### config.mk
export PLATFORM = sky130hd
export DESIGN_NAME = psum_accum_ctrl_flat
export DESIGN_NICKNAME = d
export VERILOG_FILES = /design/src/rtl/psum_accum_ctrl_pkg.sv /design/src/rtl/psum_accum_ctrl_if.sv /design/src/rtl/sfp.sv /design/src/rtl/psum_accum_ctrl.sv /design/src/flat_wrapper.sv
export SDC_FILE = /design/constraint.sdc
export NUM_CORES = 1
export LEC_CHECK = 0
export ABC_CLOCK_PERIOD_IN_PS = 5650
export BUFFER_PORTS_ARGS = -buffer_cell sky130_fd_sc_hd__buf_4
export CELL_PAD_IN_SITES_DETAIL_PLACEMENT = 0
export CELL_PAD_IN_SITES_GLOBAL_PLACEMENT = 2
export CORE_UTILIZATION = 27
export CTS_CLUSTER_SIZE = 24
export DETAILED_ROUTE_END_ITERATION = 7
export PLACE_DENSITY = 0.95
export SLEW_MARGIN = 20
export SYNTH_ARGS = -nofsm -noshare
export SYNTH_HDL_FRONTEND = slang
export SYNTH_SLANG_ARGS = --single-unit
### constraint.sdc
create_clock -name clk -period 5.65 [get_ports clk]
set_input_delay 0.8475 -clock clk [delete_from_list [all_inputs] [get_ports clk]]
set_output_delay 0.8475 -clock clk [all_outputs]
set_load 0.01 [all_outputs]
### src/rtl/psum_accum_ctrl_pkg.sv
// Shared constants, mode encodings and FSM state type for the PSUM
// accumulation sequencer.
package psum_accum_ctrl_pkg;

    localparam int COL     = 8;
    localparam int PSUM_BW = 16;
    localparam int ADDR_BW = 4;
    localparam int VEC_BW  = COL * PSUM_BW;

    localparam logic [1:0] MODE_PASS = 2'b00;
    localparam logic [1:0] MODE_ACC  = 2'b01;
    localparam logic [1:0] MODE_RELU = 2'b10;

    typedef enum logic [2:0] {
        ST_IDLE,
        ST_PASS,
        ST_READ,
        ST_WRITE,
        ST_FIN
    } state_t;

endpackage

### src/rtl/psum_accum_ctrl_if.sv
// Run control, OFIFO head/pop and PSUM SRAM port bundled into one interface.
// The master side is the sequencer, the slave side is the surrounding fabric.
interface psum_accum_ctrl_if;
    import psum_accum_ctrl_pkg::*;

    logic                 start;
    logic [1:0]           mode;
    logic [ADDR_BW-1:0]   base_addr;
    logic [ADDR_BW:0]     len;
    logic                 busy;
    logic                 done;

    logic                 ofifo_valid;
    logic [VEC_BW-1:0]    ofifo_out;
    logic                 ofifo_rd;

    logic                 psum_cen;
    logic                 psum_wen;
    logic [ADDR_BW-1:0]   psum_a;
    logic [VEC_BW-1:0]    psum_d;
    logic [VEC_BW-1:0]    psum_q;

    modport master (
        input  start, mode, base_addr, len,
        output busy, done,
        input  ofifo_valid, ofifo_out,
        output ofifo_rd,
        output psum_cen, psum_wen, psum_a, psum_d,
        input  psum_q
    );

    modport slave (
        output start, mode, base_addr, len,
        input  busy, done,
        output ofifo_valid, ofifo_out,
        input  ofifo_rd,
        input  psum_cen, psum_wen, psum_a, psum_d,
        output psum_q
    );

endinterface

### src/rtl/sfp.sv
// Single-lane special-function processor: passthrough, wrapping accumulate,
// or activation applied to the stored partial sum.
module sfp #(
    parameter int PSUM_BW = 16
) (
    input  logic [PSUM_BW-1:0] psum_in,
    input  logic [PSUM_BW-1:0] ofifo_in,
    input  logic               passthrough,
    input  logic               accum,
    input  logic [1:0]         act_func,
    output logic [PSUM_BW-1:0] sfp_out
);

    always_comb begin
        sfp_out = psum_in;
        if (passthrough) begin
            sfp_out = ofifo_in;
        end else if (accum) begin
            sfp_out = psum_in + ofifo_in;
        end else if (act_func == 2'b10 && psum_in[PSUM_BW-1]) begin
            // ReLU: negative sums clamp to zero, positive pass unchanged
            sfp_out = '0;
        end
    end

endmodule

### src/rtl/psum_accum_ctrl.sv
// Sequencer that streams OFIFO vectors through the SFP lanes into the PSUM
// SRAM in passthrough, read-modify-write accumulate, or in-place ReLU mode.
module psum_accum_ctrl
    import psum_accum_ctrl_pkg::*;
(
    input  logic          clk,
    input  logic          reset,
    psum_accum_ctrl_if.master bus
);

    state_t             state_q, state_d;
    logic [1:0]         mode_q, mode_d;
    logic [ADDR_BW-1:0] base_q, base_d;
    logic [ADDR_BW:0]   len_q, len_d;
    logic [ADDR_BW:0]   idx_q, idx_d;

    logic [ADDR_BW:0]   idx_inc;
    logic               idx_last;
    logic               cen, wen, rd, done;
    logic               passthrough, accum;
    logic [1:0]         act_func;
    logic [VEC_BW-1:0]  lane_out;

    always_ff @(posedge clk) begin
        if (reset) begin
            state_q <= ST_IDLE;
            mode_q  <= MODE_PASS;
            base_q  <= '0;
            len_q   <= '0;
            idx_q   <= '0;
        end else begin
            state_q <= state_d;
            mode_q  <= mode_d;
            base_q  <= base_d;
            len_q   <= len_d;
            idx_q   <= idx_d;
        end
    end

    assign idx_inc  = idx_q + 1'b1;
    assign idx_last = (idx_inc == len_q);

    always_comb begin
        state_d = state_q;
        mode_d  = mode_q;
        base_d  = base_q;
        len_d   = len_q;
        idx_d   = idx_q;
        cen     = 1'b1;
        wen     = 1'b1;
        rd      = 1'b0;
        done    = 1'b0;

        case (state_q)
            ST_IDLE: begin
                if (bus.start) begin
                    mode_d = bus.mode;
                    base_d = bus.base_addr;
                    len_d  = bus.len;
                    idx_d  = '0;
                    if (bus.len == '0)
                        state_d = ST_FIN;
                    else if (bus.mode == MODE_PASS)
                        state_d = ST_PASS;
                    else
                        state_d = ST_READ;
                end
            end
            ST_PASS: begin
                if (bus.ofifo_valid) begin
                    cen   = 1'b0;
                    wen   = 1'b0;
                    rd    = 1'b1;
                    idx_d = idx_inc;
                    if (idx_last)
                        state_d = ST_FIN;
                end
            end
            ST_READ: begin
                // Accumulate waits for the FIFO head before touching the SRAM,
                // so the WRITE that follows always has an operand to add.
                if (!(mode_q == MODE_ACC && !bus.ofifo_valid)) begin
                    cen     = 1'b0;
                    state_d = ST_WRITE;
                end
            end
            ST_WRITE: begin
                cen     = 1'b0;
                wen     = 1'b0;
                rd      = (mode_q == MODE_ACC);
                idx_d   = idx_inc;
                state_d = idx_last ? ST_FIN : ST_READ;
            end
            ST_FIN: begin
                done    = 1'b1;
                state_d = ST_IDLE;
            end
            default: begin
                state_d = ST_IDLE;
            end
        endcase
    end

    assign passthrough = (mode_q == MODE_PASS);
    assign accum       = (mode_q == MODE_ACC);
    assign act_func    = {mode_q[1], 1'b0};

    generate
        for (genvar gi = 0; gi < COL; gi++) begin : g_lane
            sfp #(
                .PSUM_BW (PSUM_BW)
            ) u_sfp (
                .psum_in     (bus.psum_q[gi*PSUM_BW +: PSUM_BW]),
                .ofifo_in    (bus.ofifo_out[gi*PSUM_BW +: PSUM_BW]),
                .passthrough (passthrough),
                .accum       (accum),
                .act_func    (act_func),
                .sfp_out     (lane_out[gi*PSUM_BW +: PSUM_BW])
            );
        end
    endgenerate

    assign bus.busy     = (state_q != ST_IDLE);
    assign bus.done     = done;
    assign bus.ofifo_rd = rd;
    assign bus.psum_cen = cen;
    assign bus.psum_wen = wen;
    assign bus.psum_a   = base_q + idx_q[ADDR_BW-1:0];
    assign bus.psum_d   = lane_out;

endmodule

### src/flat_wrapper.sv
// flat-port wrapper written by rule: the top's interface ports become plain ports
module psum_accum_ctrl_flat import psum_accum_ctrl_pkg::*;
  (clk, reset, bus_start, bus_mode, bus_base_addr, bus_len, bus_busy, bus_done, bus_ofifo_valid, bus_ofifo_out, bus_ofifo_rd, bus_psum_cen, bus_psum_wen, bus_psum_a, bus_psum_d, bus_psum_q);
  psum_accum_ctrl_if bus_i ();
  input  logic clk;
  input  logic reset;
  input wire logic [$bits(bus_i.start)-1:0] bus_start;
  input wire logic [$bits(bus_i.mode)-1:0] bus_mode;
  input wire logic [$bits(bus_i.base_addr)-1:0] bus_base_addr;
  input wire logic [$bits(bus_i.len)-1:0] bus_len;
  output wire logic [$bits(bus_i.busy)-1:0] bus_busy;
  output wire logic [$bits(bus_i.done)-1:0] bus_done;
  input wire logic [$bits(bus_i.ofifo_valid)-1:0] bus_ofifo_valid;
  input wire logic [$bits(bus_i.ofifo_out)-1:0] bus_ofifo_out;
  output wire logic [$bits(bus_i.ofifo_rd)-1:0] bus_ofifo_rd;
  output wire logic [$bits(bus_i.psum_cen)-1:0] bus_psum_cen;
  output wire logic [$bits(bus_i.psum_wen)-1:0] bus_psum_wen;
  output wire logic [$bits(bus_i.psum_a)-1:0] bus_psum_a;
  output wire logic [$bits(bus_i.psum_d)-1:0] bus_psum_d;
  input wire logic [$bits(bus_i.psum_q)-1:0] bus_psum_q;
  assign bus_i.start = bus_start;
  assign bus_i.mode = bus_mode;
  assign bus_i.base_addr = bus_base_addr;
  assign bus_i.len = bus_len;
  assign bus_busy = bus_i.busy;
  assign bus_done = bus_i.done;
  assign bus_i.ofifo_valid = bus_ofifo_valid;
  assign bus_i.ofifo_out = bus_ofifo_out;
  assign bus_ofifo_rd = bus_i.ofifo_rd;
  assign bus_psum_cen = bus_i.psum_cen;
  assign bus_psum_wen = bus_i.psum_wen;
  assign bus_psum_a = bus_i.psum_a;
  assign bus_psum_d = bus_i.psum_d;
  assign bus_i.psum_q = bus_psum_q;
  psum_accum_ctrl u_core (.clk(clk), .reset(reset), .bus(bus_i));
endmodule
==> results by group <==
Run status
  • Status: finished with violations
  • Failing checks: design-rule violations

Power and ir drop
  • Max VDD drop: 0.1586 mV
  • PwrDens: ~160 nW/um^2
  • Pleak: about 5.5 nW

STA
  • RSZ-0062 raised after global routing: no
  • Hold Worst Slack: roughly 470 ps
  • Slew headroom: between 20% and 30%
  • Max Slew Vio Count: 0
  • Setup Viol. Count Final: 0
  • Worst slew pin tran: 1106 ps
  • Final hold violation count: 0
  • Fin crit share: 75.50%
  • TNS Setup: 0 ps
  • Fin crit period: around 4300 ps
  • Worst-case clock skew: roughly 2.1 ps
  • Fmax: 234.4 MHz

Global route
  • Total GRT Usage: about a fifth
  • Largest net degree at the start of global routing: 64
  • First-pass GRT wire length: 53.96 mm
  • Vias in the first global route: around 10000
  • Initial antenna violation count: 0
  • GRT overflow: 0

Detailed routing
  • WL final: 34.52 mm
  • DRT antenna net count: 0
  • Drt pass-1 iters: 7
  • Met3 Routed Length: 2.409 mm
  • Detail Route met2 WL: between 15 and 20 mm
  • WL met1: between 15 and 20 mm
  • Drc violations: 25
  • Wire per inst: roughly 17 um
  • Mean number of vias per cell: about 5.3
  • Top Metal Used: met4
  • Initial DRC Count: 448
  • DR vias: about 11000

Setup path
  • CP endpoint kind: primary output
  • WS Path Type: input port to primary output
  • Max FO, Critical Path: 3
  • CP arrival: around 3400 ps
  • Worst setup SP type: input port
  • CP required: 4800 ps

Floorplan
  • Io pins: ~410
  • Die area: roughly 32000 um^2
  • Initial Utilization: approximately 28%
  • Core Box Area: slightly above 30000 um^2
  • Die Y: 179.7 um
  • Row Count: 64
  • Die X: around 180 um

Clock network
  • PostCTS Resize Cnt: 0
  • # clock sinks: 19
  • Hold Buf Count CTS: 0
  • Clk_lat worst skew: around 250 ps
  • Setup Fix Bufs, Post-CTS: 0
  • Clock Tree Buf Depth: 2
  • H-Tree Depth: 1
  • CTS Buf Count: 3
  • CTS tree: built
  • CTS clk-pin slew, worst paths: 50 ps
  • Root buffer selected by CTS: clkbuf_16

Final layout
  • Most common cell after layout, fill and taps aside: buf_4
  • Layout net count: 2005
  • Share of layout cells above drive strength 1: between 20% and 30%
  • Layout overhead on the synthesized area: 41.19%
  • Most frequent cells in the layout: 414 x buf_4, 152 x nand2_1, 132 x a21oi_1
  • Ant diodes: 0
  • Final Core Density: between 30% and 40%
  • Fin cells: 1996

Synth
  • Post-Syn Nets: 1636
  • Cells after synthesis: about 1200
  • #FFs+latches synth: 19
  • Synth cell types: between 60 and 70
  • Ys async rst share: 0%
  • Area of the mapped netlist: ~8500 um^2
  • Number of enable flip-flop cells after synthesis: 0
  • Yosys warning count: 0
  • Main synth FF type: dfxtp_1
  • Register area share after synthesis: around 4.5%
  • Syn_area_per_cell: about 7 um^2

Run
  • Max_cap viols: 0

Placement
  • Quantity of I/O buffers inserted on ports: approximately 400
  • Gpl congestion: between 0.8 and 0.9
  • Placed wire-length estimate: between 20 and 30 mm
  • Cells after DPL: between 1500 and 2000

Worst hold path
  • Hold Path Class: register to register
## flip-flops by register name, summed over array words and instances, names as in the netlist
signal,count
u_core.idx_q,5
u_core.len_q,5
u_core.base_q,4
u_core.state_q,3
u_core.mode_q,2
## cells by family (layout without fill, tap and decap cells)
kind of cell	count (synthesis)	in the layout	synth area share (%)
AOI/OAI and AO/OA	466	466	34.06
xor gates and xnor gates	108	108	11.09
adders and majority gates	133	133	20.31
buffers and inverters	85	453	3.756
DFF	19	19	4.461
muxes	65	65	7.777
and+or+nand+nor	356	356	18.55
## through the flow
step	power [mW]	area [um^2]	setup slack [ps]
detailed placement	1.831	11960	1371
finish	1.973	12040	1384
global placement	1.821	11960	1363
global route	2.145	12040	1208
floorplan	1.124	8527	1787
CTS	1.984	12040	1363
## final cells by class
cell class	instances	area, um^2
multi-input combinational	1128	7836
inverter	35	131.4
clock buffer	3	75.07
fill	3305	18790
tap	396	495.5
timing repair buffer	414	3108
sequential	19	387.9
clock inverter	1	5.005
## path summary, 6_finish.rpt
path	from	to	slack [ps]	cells past startpoint
hold / removal	u_core.len_q[4]$_SDFFE_PP0P_	u_core.len_q[4]$_SDFFE_PP0P_	470	2
setup reg to reg	u_core.mode_q[1]$_SDFFE_PP0P_	u_core.state_q[2]$_SDFFE_PP0P_	2510	7
hold reg to reg	u_core.len_q[4]$_SDFFE_PP0P_	u_core.len_q[4]$_SDFFE_PP0P_	470	2
setup / recovery	bus_psum_q[112]	bus_psum_d[124]	1380	12
## report_power, final
part           switching (mW)  total, mW  internal (mW)
combinational           0.849       1.63          0.780
sequential             0.0479      0.196          0.149
clock                  0.0522      0.147         0.0949
total                   0.949       1.97           1.02
## critical path, stage by stage
cell and delay, ps:
buf_4 120, ha_1 220, fa_1 410, a21o_1 180, a21o_1 210, a2111oi_2 400, nor3_2 120, a221oi_2 300
a21oi_1 120, xnor2_1 140, o21ai_1 190, buf_4 160
## cells in the mapped netlist (23+ instances only)
cell type / number / area share (%)
a21o_1: 50 / 4.4
a21oi_1: 132 / 7.7
a22oi_1: 23 / 2.0
clkbuf_1: 42 / 1.8
ha_1: 124 / 18
inv_1: 35 / 1.5
mux2i_1: 61 / 7.2
nand2_1: 153 / 6.7
nand3_1: 27 / 1.6
nor2_1: 96 / 4.2
o21ai_0: 115 / 6.7
o21ai_1: 38 / 2.2
xnor2_1: 75 / 7.7
xor2_1: 33 / 3.4
## layer usage
metal	GRT usage [%]	up-vias
li1	-	5286
met1	26.52	4847
met2	34.86	335
met3	3.302	37
met4	4.138	0
met5	0	-
No activity file was read; power rests on OpenSTA's default activity.
